--- config.mk ---
export PLATFORM = sky130hd
export DESIGN_NAME = taxi_apb_master_flat
export DESIGN_NICKNAME = d
export VERILOG_FILES = /design/src/rtl/taxi_apb_pkg.sv /design/src/rtl/taxi_apb_if.sv /design/src/rtl/taxi_apb_master.sv /design/src/flat_wrapper.sv
export SDC_FILE = /design/constraint.sdc
export NUM_CORES = 1
export LEC_CHECK = 0
export ABC_AREA = 0
export CAP_MARGIN = 0
export CORE_MARGIN = 4
export CORE_UTILIZATION = 43
export DETAILED_ROUTE_END_ITERATION = 6
export PLACE_DENSITY = 0.9
export SYNTH_ARGS = -nofsm -noshare
export SYNTH_HDL_FRONTEND = slang
export SYNTH_SLANG_ARGS = --single-unit
--- constraint.sdc ---
create_clock -name clk -period 5.2 [get_ports clk]
set_input_delay 0.78 -clock clk [delete_from_list [all_inputs] [get_ports clk]]
set_output_delay 0.78 -clock clk [all_outputs]
set_load 0.1 [all_outputs]
--- src/rtl/taxi_apb_pkg.sv ---
// Shared APB definitions: pprot bit constants and the initiator FSM state type.
package taxi_apb_pkg;

  localparam logic [2:0] APB_PROT_PRIV   = 3'b001;
  localparam logic [2:0] APB_PROT_NONSEC = 3'b010;
  localparam logic [2:0] APB_PROT_INSTR  = 3'b100;

  typedef enum logic [1:0] {
    ST_IDLE   = 2'd0,
    ST_SETUP  = 2'd1,
    ST_ACCESS = 2'd2,
    ST_RESP   = 2'd3
  } apb_mst_state_t;

endpackage

--- src/rtl/taxi_apb_if.sv ---
// APB bus bundle with manager and responder views.
interface taxi_apb_if #(
  parameter int DATA_W = 32,
  parameter int ADDR_W = 32,
  parameter int STRB_W = DATA_W/8
) ();

  logic [ADDR_W-1:0] paddr;
  logic [2:0]        pprot;
  logic              psel;
  logic              penable;
  logic              pwrite;
  logic [DATA_W-1:0] pwdata;
  logic [STRB_W-1:0] pstrb;
  logic              pready;
  logic [DATA_W-1:0] prdata;
  logic              pslverr;

  modport mst (
    output paddr, pprot, psel, penable, pwrite, pwdata, pstrb,
    input  pready, prdata, pslverr
  );

  modport slv (
    input  paddr, pprot, psel, penable, pwrite, pwdata, pstrb,
    output pready, prdata, pslverr
  );

endinterface

--- src/rtl/taxi_apb_master.sv ---
// Single-outstanding APB initiator: valid/ready command in, APB transfer out,
// read data and error status back on a valid/ready response stream.
//
// state  | meaning
// IDLE   | waiting for a command, cmd_ready high
// SETUP  | psel high, penable low, one cycle
// ACCESS | psel and penable high until pready or timeout
// RESP   | rsp_valid high until rsp_ready
module taxi_apb_master
  import taxi_apb_pkg::*;
#(
  parameter int TIMEOUT = 0,
  parameter int DATA_W  = 32,
  parameter int ADDR_W  = 32,
  parameter int STRB_W  = DATA_W/8
) (
  input  logic              clk,
  input  logic              rst,
  input  logic [ADDR_W-1:0] cmd_addr,
  input  logic              cmd_write,
  input  logic [DATA_W-1:0] cmd_wdata,
  input  logic [STRB_W-1:0] cmd_strb,
  input  logic [2:0]        cmd_prot,
  input  logic              cmd_valid,
  output logic              cmd_ready,
  output logic [DATA_W-1:0] rsp_rdata,
  output logic              rsp_err,
  output logic              rsp_timeout,
  output logic              rsp_valid,
  input  logic              rsp_ready,
  output logic              busy,
  taxi_apb_if.mst           m_apb
);

  if (STRB_W*8 != DATA_W) begin : g_strb_chk
    $error("taxi_apb_master: STRB_W*8 must equal DATA_W");
  end

  localparam bit TO_EN = TIMEOUT > 0;
  localparam int CNT_W = TO_EN ? $clog2(TIMEOUT+1) : 1;
  localparam logic [CNT_W-1:0] CNT_MAX  = CNT_W'(TIMEOUT);
  localparam logic [CNT_W-1:0] CNT_LAST = CNT_W'(TO_EN ? TIMEOUT-1 : 0);

  apb_mst_state_t state, state_next;

  logic              psel_q, penable_q, pwrite_q;
  logic [ADDR_W-1:0] paddr_q;
  logic [DATA_W-1:0] pwdata_q;
  logic [STRB_W-1:0] pstrb_q;
  logic [2:0]        pprot_q;
  logic              psel_d, penable_d, rsp_valid_d, busy_d, cmd_ready_d;
  logic [CNT_W-1:0]  to_cnt;
  logic              cmd_fire, to_hit;

  assign cmd_fire = cmd_valid && cmd_ready;
  // Abort on the edge that closes the TIMEOUT-th ACCESS cycle without pready.
  assign to_hit   = TO_EN && (state == ST_ACCESS) && !m_apb.pready && (to_cnt == CNT_LAST);

  always_ff @(posedge clk or posedge rst) begin
    if (rst) state <= ST_IDLE;
    else     state <= state_next;
  end

  always_comb begin
    state_next = state;
    case (state)
      ST_IDLE:   if (cmd_fire) state_next = ST_SETUP;
      ST_SETUP:  state_next = ST_ACCESS;
      ST_ACCESS: if (m_apb.pready || to_hit) state_next = ST_RESP;
      ST_RESP:   if (rsp_ready) state_next = ST_IDLE;
      default:   state_next = ST_IDLE;
    endcase
  end

  // Handshake and bus strobes are decoded from the next state so they leave a register.
  always_comb begin
    psel_d      = (state_next == ST_SETUP) || (state_next == ST_ACCESS);
    penable_d   = (state_next == ST_ACCESS);
    rsp_valid_d = (state_next == ST_RESP);
    busy_d      = (state_next != ST_IDLE);
    cmd_ready_d = (state_next == ST_IDLE);
  end

  always_ff @(posedge clk or posedge rst) begin
    if (rst) begin
      psel_q    <= 1'b0;
      penable_q <= 1'b0;
      rsp_valid <= 1'b0;
      busy      <= 1'b0;
      cmd_ready <= 1'b1;
    end else begin
      psel_q    <= psel_d;
      penable_q <= penable_d;
      rsp_valid <= rsp_valid_d;
      busy      <= busy_d;
      cmd_ready <= cmd_ready_d;
    end
  end

  always_ff @(posedge clk or posedge rst) begin
    if (rst) begin
      pwrite_q    <= 1'b0;
      paddr_q     <= '0;
      pwdata_q    <= '0;
      pstrb_q     <= '0;
      pprot_q     <= '0;
      rsp_rdata   <= '0;
      rsp_err     <= 1'b0;
      rsp_timeout <= 1'b0;
      to_cnt      <= '0;
    end else begin
      if (cmd_fire) begin
        pwrite_q <= cmd_write;
        paddr_q  <= cmd_addr;
        pwdata_q <= cmd_wdata;
        pstrb_q  <= cmd_write ? cmd_strb : '0;
        pprot_q  <= cmd_prot;
      end

      if (state == ST_ACCESS && m_apb.pready) begin
        rsp_rdata   <= pwrite_q ? '0 : m_apb.prdata;
        rsp_err     <= m_apb.pslverr;
        rsp_timeout <= 1'b0;
      end else if (to_hit) begin
        rsp_rdata   <= '0;
        rsp_err     <= 1'b1;
        rsp_timeout <= 1'b1;
      end

      if (state == ST_SETUP)
        to_cnt <= '0;
      else if (TO_EN && state == ST_ACCESS && !m_apb.pready && to_cnt != CNT_MAX)
        to_cnt <= to_cnt + 1'b1;
    end
  end

  assign m_apb.psel    = psel_q;
  assign m_apb.penable = penable_q;
  assign m_apb.pwrite  = pwrite_q;
  assign m_apb.paddr   = paddr_q;
  assign m_apb.pwdata  = pwdata_q;
  assign m_apb.pstrb   = pstrb_q;
  assign m_apb.pprot   = pprot_q;

endmodule

--- src/flat_wrapper.sv ---
// flat-port wrapper written by rule: the top's interface ports become plain ports
module taxi_apb_master_flat import taxi_apb_pkg::*;
#(
  parameter int TIMEOUT = 0,
  parameter int DATA_W  = 32,
  parameter int ADDR_W  = 32,
  parameter int STRB_W  = DATA_W/8
)
  (clk, rst, cmd_addr, cmd_write, cmd_wdata, cmd_strb, cmd_prot, cmd_valid, cmd_ready, rsp_rdata, rsp_err, rsp_timeout, rsp_valid, rsp_ready, busy, m_apb_paddr, m_apb_pprot, m_apb_psel, m_apb_penable, m_apb_pwrite, m_apb_pwdata, m_apb_pstrb, m_apb_pready, m_apb_prdata, m_apb_pslverr);
  taxi_apb_if #(.DATA_W(DATA_W), .ADDR_W(ADDR_W), .STRB_W(STRB_W)) m_apb_i ();
  input  logic clk;
  input  logic rst;
  input  logic [ADDR_W-1:0] cmd_addr;
  input  logic cmd_write;
  input  logic [DATA_W-1:0] cmd_wdata;
  input  logic [STRB_W-1:0] cmd_strb;
  input  logic [2:0] cmd_prot;
  input  logic cmd_valid;
  output logic cmd_ready;
  output logic [DATA_W-1:0] rsp_rdata;
  output logic rsp_err;
  output logic rsp_timeout;
  output logic rsp_valid;
  input  logic rsp_ready;
  output logic busy;
  output wire logic [$bits(m_apb_i.paddr)-1:0] m_apb_paddr;
  output wire logic [$bits(m_apb_i.pprot)-1:0] m_apb_pprot;
  output wire logic [$bits(m_apb_i.psel)-1:0] m_apb_psel;
  output wire logic [$bits(m_apb_i.penable)-1:0] m_apb_penable;
  output wire logic [$bits(m_apb_i.pwrite)-1:0] m_apb_pwrite;
  output wire logic [$bits(m_apb_i.pwdata)-1:0] m_apb_pwdata;
  output wire logic [$bits(m_apb_i.pstrb)-1:0] m_apb_pstrb;
  input wire logic [$bits(m_apb_i.pready)-1:0] m_apb_pready;
  input wire logic [$bits(m_apb_i.prdata)-1:0] m_apb_prdata;
  input wire logic [$bits(m_apb_i.pslverr)-1:0] m_apb_pslverr;
  assign m_apb_paddr = m_apb_i.paddr;
  assign m_apb_pprot = m_apb_i.pprot;
  assign m_apb_psel = m_apb_i.psel;
  assign m_apb_penable = m_apb_i.penable;
  assign m_apb_pwrite = m_apb_i.pwrite;
  assign m_apb_pwdata = m_apb_i.pwdata;
  assign m_apb_pstrb = m_apb_i.pstrb;
  assign m_apb_i.pready = m_apb_pready;
  assign m_apb_i.prdata = m_apb_prdata;
  assign m_apb_i.pslverr = m_apb_pslverr;
  taxi_apb_master #(.TIMEOUT(TIMEOUT), .DATA_W(DATA_W), .ADDR_W(ADDR_W), .STRB_W(STRB_W)) u_core (.clk(clk), .rst(rst), .cmd_addr(cmd_addr), .cmd_write(cmd_write), .cmd_wdata(cmd_wdata), .cmd_strb(cmd_strb), .cmd_prot(cmd_prot), .cmd_valid(cmd_valid), .cmd_ready(cmd_ready), .rsp_rdata(rsp_rdata), .rsp_err(rsp_err), .rsp_timeout(rsp_timeout), .rsp_valid(rsp_valid), .rsp_ready(rsp_ready), .busy(busy), .m_apb(m_apb_i));
endmodule
==> results of run 1 <==
-- sequential cells by signal, indices dropped and copies added (netlist names), 2 cells and up --
name and cells:
u_core.m_apb.paddr 32, u_core.m_apb.pwdata 32, u_core.rsp_rdata 32, u_core.m_apb.pstrb 4, u_core.m_apb.pprot 3, u_core.state 2
-- metal layers --
layer,vias to the layer above,wire length [um]
li1,1511,-
met1,1518,3960
met2,145,5800
met3,22,1120
met4,0,303
met5,-,0
-- per-stage QoR --
step	utilization	cells	hold WS, ns	setup slack [ns]
finish	0.703	677	0.483	2.25
global route	0.703	677	0.514	2.14
CTS	0.703	677	0.489	2.22
detailed placement	0.676	661	0.466	2.39
global placement	0.676	661	0.460	2.44
floorplan	-	325	0.531	1.46
-- cells by family (layout without fill, tap and decap cells) --
kind of cell	Yosys count	after routing	share of synthesized area
buffers and inverters	22	241	0.0338
AND/OR/NAND/NOR	77	77	0.0853
AO/OA/AOI/OAI	40	40	0.0540
other	1	1	0.000844
multiplexers	69	69	0.184
flip-flops	112	112	0.631
adder cells (fa/ha/maj)	4	4	0.0113
-- cell type report --
cell class              instances  area, um2  area share
clock buffers                  12        165      0.0237
inverters                       3       13.8     0.00198
repair buffers                222       2210       0.318
clock inverters                 4       98.8      0.0142
flip-flops and latches        112       2800       0.403
well taps                     133        166      0.0239
multi-input cells             191       1500       0.215
-- cell usage after synthesis --
library cell    n
buf_4           2
ha_1            4
clkbuf_1        4
mux2_2         58
o31a_1          1
buf_2           6
o21ai_0        20
nand3_1         1
nor2b_1         2
nand2b_1       32
o21ai_1         9
dfstp_2         1
o31ai_1         1
nand3b_1        1
o21ai_2         9
nand2_1        41
buf_6           7
conb_1          1
mux2_4         11
inv_1           3
dfrtp_1       111
-- worst max-delay path, stage by stage, from the launching register on --
cell             delay [ns]
dfrtp_1                0.33
buf_4                  0.25
clkdlybuf4s50_1        1.22
-- worst min-delay path by stage --
stage          cells after the start  slack, ns                    to            startpoint
6_report                           2       0.48  u_core.rsp_rdata[22]  u_core.rsp_rdata[22]
5_1_grt                            2       0.51   u_core.rsp_rdata[8]   u_core.rsp_rdata[8]
4_1_cts                            2       0.49  u_core.rsp_rdata[12]  u_core.rsp_rdata[12]
3_5_place_dp                       2       0.47  u_core.rsp_rdata[12]  u_core.rsp_rdata[12]
3_3_place_gp                       2       0.46  u_core.rsp_rdata[22]  u_core.rsp_rdata[22]
2_1_floorplan                      1       0.53       u_core.state[0]       u_core.state[1]
-- layout by cell type (no fill, tap or decap) --
cell / synthesis / final
ha_1: 4 / 4
o21ai_0: 20 / 20
o21ai_2: 9 / 9
clkbuf_8: 0 / 12
dfstp_2: 1 / 1
o21ai_1: 9 / 9
nand3_1: 1 / 1
bufinv_16: 0 / 3
mux2_2: 58 / 58
o31ai_1: 1 / 1
nand3b_1: 1 / 1
nand2b_1: 32 / 32
nand2_1: 41 / 40
inv_4: 0 / 1
clkdlybuf4s50_1: 0 / 219
o31a_1: 1 / 1
clkinv_4: 0 / 1
nor2b_1: 2 / 2
mux2_4: 11 / 11
dfrtp_1: 111 / 111
nand2_4: 0 / 1
conb_1: 1 / 1
buf_4: 2 / 3
inv_1: 3 / 2
==> impl_results.md, run 1 <==
- Status: complete, no violations
- Number of setup buffers added after CTS: 0
- Most Crowded Layer GR: met2
- Share of cells above drive strength 1: 0.184
- Resized cells post-CTS: 0
- Synthesized netlist cell count: 325
- Cell taking the most area after synthesis: dfrtp_1
- H-tree lvl count: 3
- Vias after detailed routing: 3196
- Initial Util: 0.449
- R2R setup slack: 3.12 ns
- Synth cell types: 21
- Grt met3 use: 0.0593
- Hold crit path type: flip-flop to flip-flop
- Maximum clock frequency: roughly 340 MHz
- Arr. time, crit path: 2.17 ns
- Crit path max fanout: 34
- Clock tree buffer depth: 2
- Hold_buf cts: 0
- Tmin final: 2.95 ns
- IO Port Bufs: around 220
- Crit Path Category: flip-flop to primary output
- Area Growth Syn to Fin: 56.6%
- Top-area cell type share of the netlist area: 0.625
- Max-cap viol count: 0
- Die Height: 110 um
- CTS tree: yes
- First-pass GRT wire length: between 15 and 20 mm
- Total track usage: 0.186
- Final period util: 0.566
- WP data required: 4.42 ns
- Area of placed instances: 0.00670 mm2
- Syn Nets: 439
- Slew Limit Fails: 0
- Die Wd: 110 um
- Die ar.: between 0.01 and 0.015 mm2
- Worst-Skew Late Latency: 0.36 ns
- Setup_tns: 0 ns
- Syn_area_per_cell: 13.7 um2
- Antenna Nets Post-Route: 0
- Max-slew headroom: 0.315
- Initial antenna violation count: 0
- Clock Tree Root: clkbuf_8
- Post-route cell area: around 0.0070 mm2
- Post-Route WL: 11.2 mm
- Setup violations, final: 0
- Drt via density: 4.72
- Worst Setup SP: u_core.m_apb.pwrite
- Nets@finish: between 600 and 700
- Seq cells post-synth: 112
- CTS Sinks: between 100 and 150
- Clock Pin Slew Worst Setup and Hold Paths: 0.09 ns
- Number of hold violations in the final report: 0
- Largest net degree at the start of global routing: 79
- Worst r2r dst: u_core.m_apb.psel
- Clock Skews: roughly 0.011 ns
- CP endpoint: m_apb_pwrite
- Wire per inst: 16.5 um
- Row Count: 36
- Critical R2R Launch: u_core.cmd_ready
- Routability-driven placement congestion ratio: 0.694
- Critical path capture point type: primary output
- Grt ovf: 0
- Num CTS Buffers: 9
- # diodes: 0
- Synth Warn #: 0
- R2R cell count: 3
- Number of remaining DRC errors: 0
- Cells taking the most area after synthesis: dfrtp_1, mux2_2, nand2b_1, mux2_4, nand2_1
- Core area: 0.00991 mm2
- Detail Placement HPWL: 8.57 mm
- DR iter-0 viols: 90
- M1 GR Usage: 0.204
- Met2 usage: 0.330
- Actual slew at the worst max-slew pin: slightly above 1 ns
- Fill cells: ~710
- Critical path launch point type: flip-flop
- Vias in the first global route: 3441
- Number of I/O pins: 221
- Drt pass-1 iters: 4
- Synth Cell Area: 0.00445 mm2
- RSZ-0062 raised after global routing: no
- Sequential share of the synthesized area: 0.631
Power of run 1 is not shown: default switching activity piles up to over one toggle a cycle in this logic, so the estimate is an artifact.
==> run 2, diff against run 1 <==
--- a/config.mk
+++ b/config.mk
@@ -8,9 +8,9 @@
 export ABC_AREA = 0
 export CAP_MARGIN = 0
 export CORE_MARGIN = 4
-export CORE_UTILIZATION = 43
+export CORE_UTILIZATION = 40
 export DETAILED_ROUTE_END_ITERATION = 6
-export PLACE_DENSITY = 0.9
+export PLACE_DENSITY = 0.85
 export SYNTH_ARGS = -nofsm -noshare
 export SYNTH_HDL_FRONTEND = slang
 export SYNTH_SLANG_ARGS = --single-unit
==> constraint.sdc (replaced) <==
create_clock -name clk -period 2.85 [get_ports clk]
set_input_delay 0.4275 -clock clk [delete_from_list [all_inputs] [get_ports clk]]
set_output_delay 0.4275 -clock clk [all_outputs]
set_load 0.1 [all_outputs]
==> run 2 against run 1 <==
- non-clock buffer count grew 4
- count of clock-buffer cells in the layout is the same
- critical path depth grew 1
- sequential share of layout area grew 1.7 points
- flip-flop and latch count is the same
- largest cell class unchanged
==> impl_results.md, run 2 (synthesis results as in run 1) <==
- Die Wd: 113 um (+3.4%)
- Delay-heaviest family, CP: simple AND/OR/NAND/NOR gates
- Critical R2R Launch: u_core.state[0]
- Final period util: 0.618
- Actual slew at the worst max-slew pin: 0.757 ns (-0.268 ns)
- Slowest CP cell: nand3b_1
- CP endpoint: u_core.rsp_rdata[23]
- Clock tree buffer depth: 2 (unchanged)
- Resized cells post-CTS: 0 (unchanged)
- Number of remaining DRC errors: 0 (unchanged)
- Critical path capture point type: flip-flop
- Grt ovf: 0 (unchanged)
- R2R setup slack: 1.09 ns (-2.03 ns)
- Crit. path cell count: 3 (+1)
- Die ar.: 0.0129 mm2 (+6.9%)
- Worst r2r dst: u_core.rsp_rdata[23]
- Initial antenna violation count: 0 (unchanged)
- CTS Sinks: 112 (unchanged)
- Nets@finish: 657 (+0.61%)
- Antenna Nets Post-Route: 0 (unchanged)
- Drt via density: 4.67 (-1.1%)
- Vias after detailed routing: 3211 (+0.47%)
- Routability-driven placement congestion ratio: 0.829 (+19%)
- Largest stage delay, worst path: 0.63 ns (-0.59 ns)
- Die Height: 113 um (+3.4%)
- Max-cap viol count: 0 (unchanged)
- Max-slew headroom: 0.494 (+0.179)
- Clock Skews: 0.0107 ns (-0.000465 ns)
- Initial Util: 0.410 (-0.0385)
- Area of placed instances: 0.00650 mm2 (-3.0%)
- Tmin final: 1.76 ns
- Total track usage: 0.167 (-0.0196)
- Maximum clock frequency: ~570 MHz
- Largest net degree at the start of global routing: 113 (+43%)
- H-tree lvl count: 3 (unchanged)
- Crit-path cells: nand3b_1 -> buf_4 -> o21ai_0
- Share of cells above drive strength 1: 0.387 (+0.203)
- First-pass GRT wire length: 17.0 mm (-0.73%)
- Setup violations, final: 0 (unchanged)
- Commonest non-fill, non-tap cell in the layout: buf_4
- Row Count: 38 (+5.6%)
- Arr. time, crit path: 2.03 ns (-0.14 ns)
- Critical path launch point type: flip-flop
- CTS tree: yes
- Fill cells: 832 (+18%)
- Most frequent cells in the layout: buf_4, dfrtp_1, clkdlybuf4s50_1
- Status: complete, no violations
- Setup_tns: 0 ns (unchanged)
- Post-Route WL: 10.8 mm (-3.4%)
- Wire per inst: 15.7 um (-4.9%)
- Core area: 0.0108 mm2 (+9.4%)
- Clock Pin Slew Worst Setup and Hold Paths: 0.10 ns (about the same)
- R2R cell count: 3 (unchanged)
- Post-route cell area: 0.00668 mm2 (-4.1%)
- DR iter-0 viols: 113 (+26%)
- # diodes: 0 (unchanged)
- Worst-Skew Late Latency: 0.36 ns (about the same)
- Drt pass-1 iters: 4 (unchanged)
- Detail Placement HPWL: 8.17 mm (-4.6%)
- Number of hold violations in the final report: 0 (unchanged)
- Crit Path Category: flip-flop to flip-flop
- Crit path max fanout: 20 (-41%)
- WP data required: 3.12 ns (-1.30 ns)
- Number of I/O pins: 221 (unchanged)
- Vias in the first global route: 3381 (-1.7%)
- Area Growth Syn to Fin: 50.2%
- Hold crit path type: flip-flop to flip-flop
- RSZ-0062 raised after global routing: no
- Worst Setup SP: u_core.state[0]
- Hold_buf cts: 0 (unchanged)
- IO Port Bufs: 219 (unchanged)
- Clock Tree Root: clkbuf_8
- Slew Limit Fails: 0 (unchanged)
- Num CTS Buffers: 9 (unchanged)
- Bufs and invs on worst path: 1 (-1)
- Number of setup buffers added after CTS: 0 (unchanged)
==> run 2: cell types whose count changed in the layout (fill, tap and decap cells not counted), sizes merged <==
cell and delta:
inv -1, clkinv +2, bufinv -3, buf +114
clkinvlp +2, clkdlybuf4s50 -110
==> run 2: cell type report <==
| class | count | area [um2] | share of cell area |
|---|---|---|---|
| inverters | 3 | 15.0 | 0.00225 |
| clock inverters | 4 | 30.0 | 0.00450 |
| clock buffers | 12 | 145 | 0.0217 |
| well taps | 140 | 175 | 0.0262 |
| multi-input cells | 191 | 1500 | 0.225 |
| flip-flops and latches | 112 | 2800 | 0.420 |
| repair buffers | 226 | 2010 | 0.301 |
==> run 2: stage by stage <==
step                std cells  hold WS [ns]  setup slack (ns)   util
floorplan                 325         0.531             0.783      -
global placement          672         0.464             0.773  0.600
detailed placement        672         0.472             0.704  0.600
CTS                       688         0.496              1.04  0.616
global route              688         0.514             0.867  0.616
finish                    688         0.486              1.09  0.616
==> run 2: worst min-delay path by stage <==
stage                     startpoint                    end  cells after the start
6_report         u_core.rsp_rdata[5]    u_core.rsp_rdata[5]                      2
3_5_place_dp     u_core.rsp_rdata[5]    u_core.rsp_rdata[5]                      2
4_1_cts          u_core.rsp_rdata[5]    u_core.rsp_rdata[5]                      2
3_3_place_gp     u_core.rsp_rdata[5]    u_core.rsp_rdata[5]                      2
5_1_grt        u_core.m_apb.pstrb[0]  u_core.m_apb.pstrb[0]                      2
2_1_floorplan        u_core.state[1]        u_core.state[0]                      1
==> run 2: metal layers <==
layer	part of all wire	global-route usage
met2	0.49	0.285
met4	0.021	0.0665
met5	0	0
met1	0.40	0.197
met3	0.088	0.0504
==> run 2: worst min-delay path: cells and delay by family, from the launching register on <==
kind | cells | cell delay (ns)
and+or+nand+nor | 1 | 0.06
DFF | 1 | 0.35
AOI/OAI and AO/OA | 1 | 0.05
Power of run 2 is left out for the same reason.
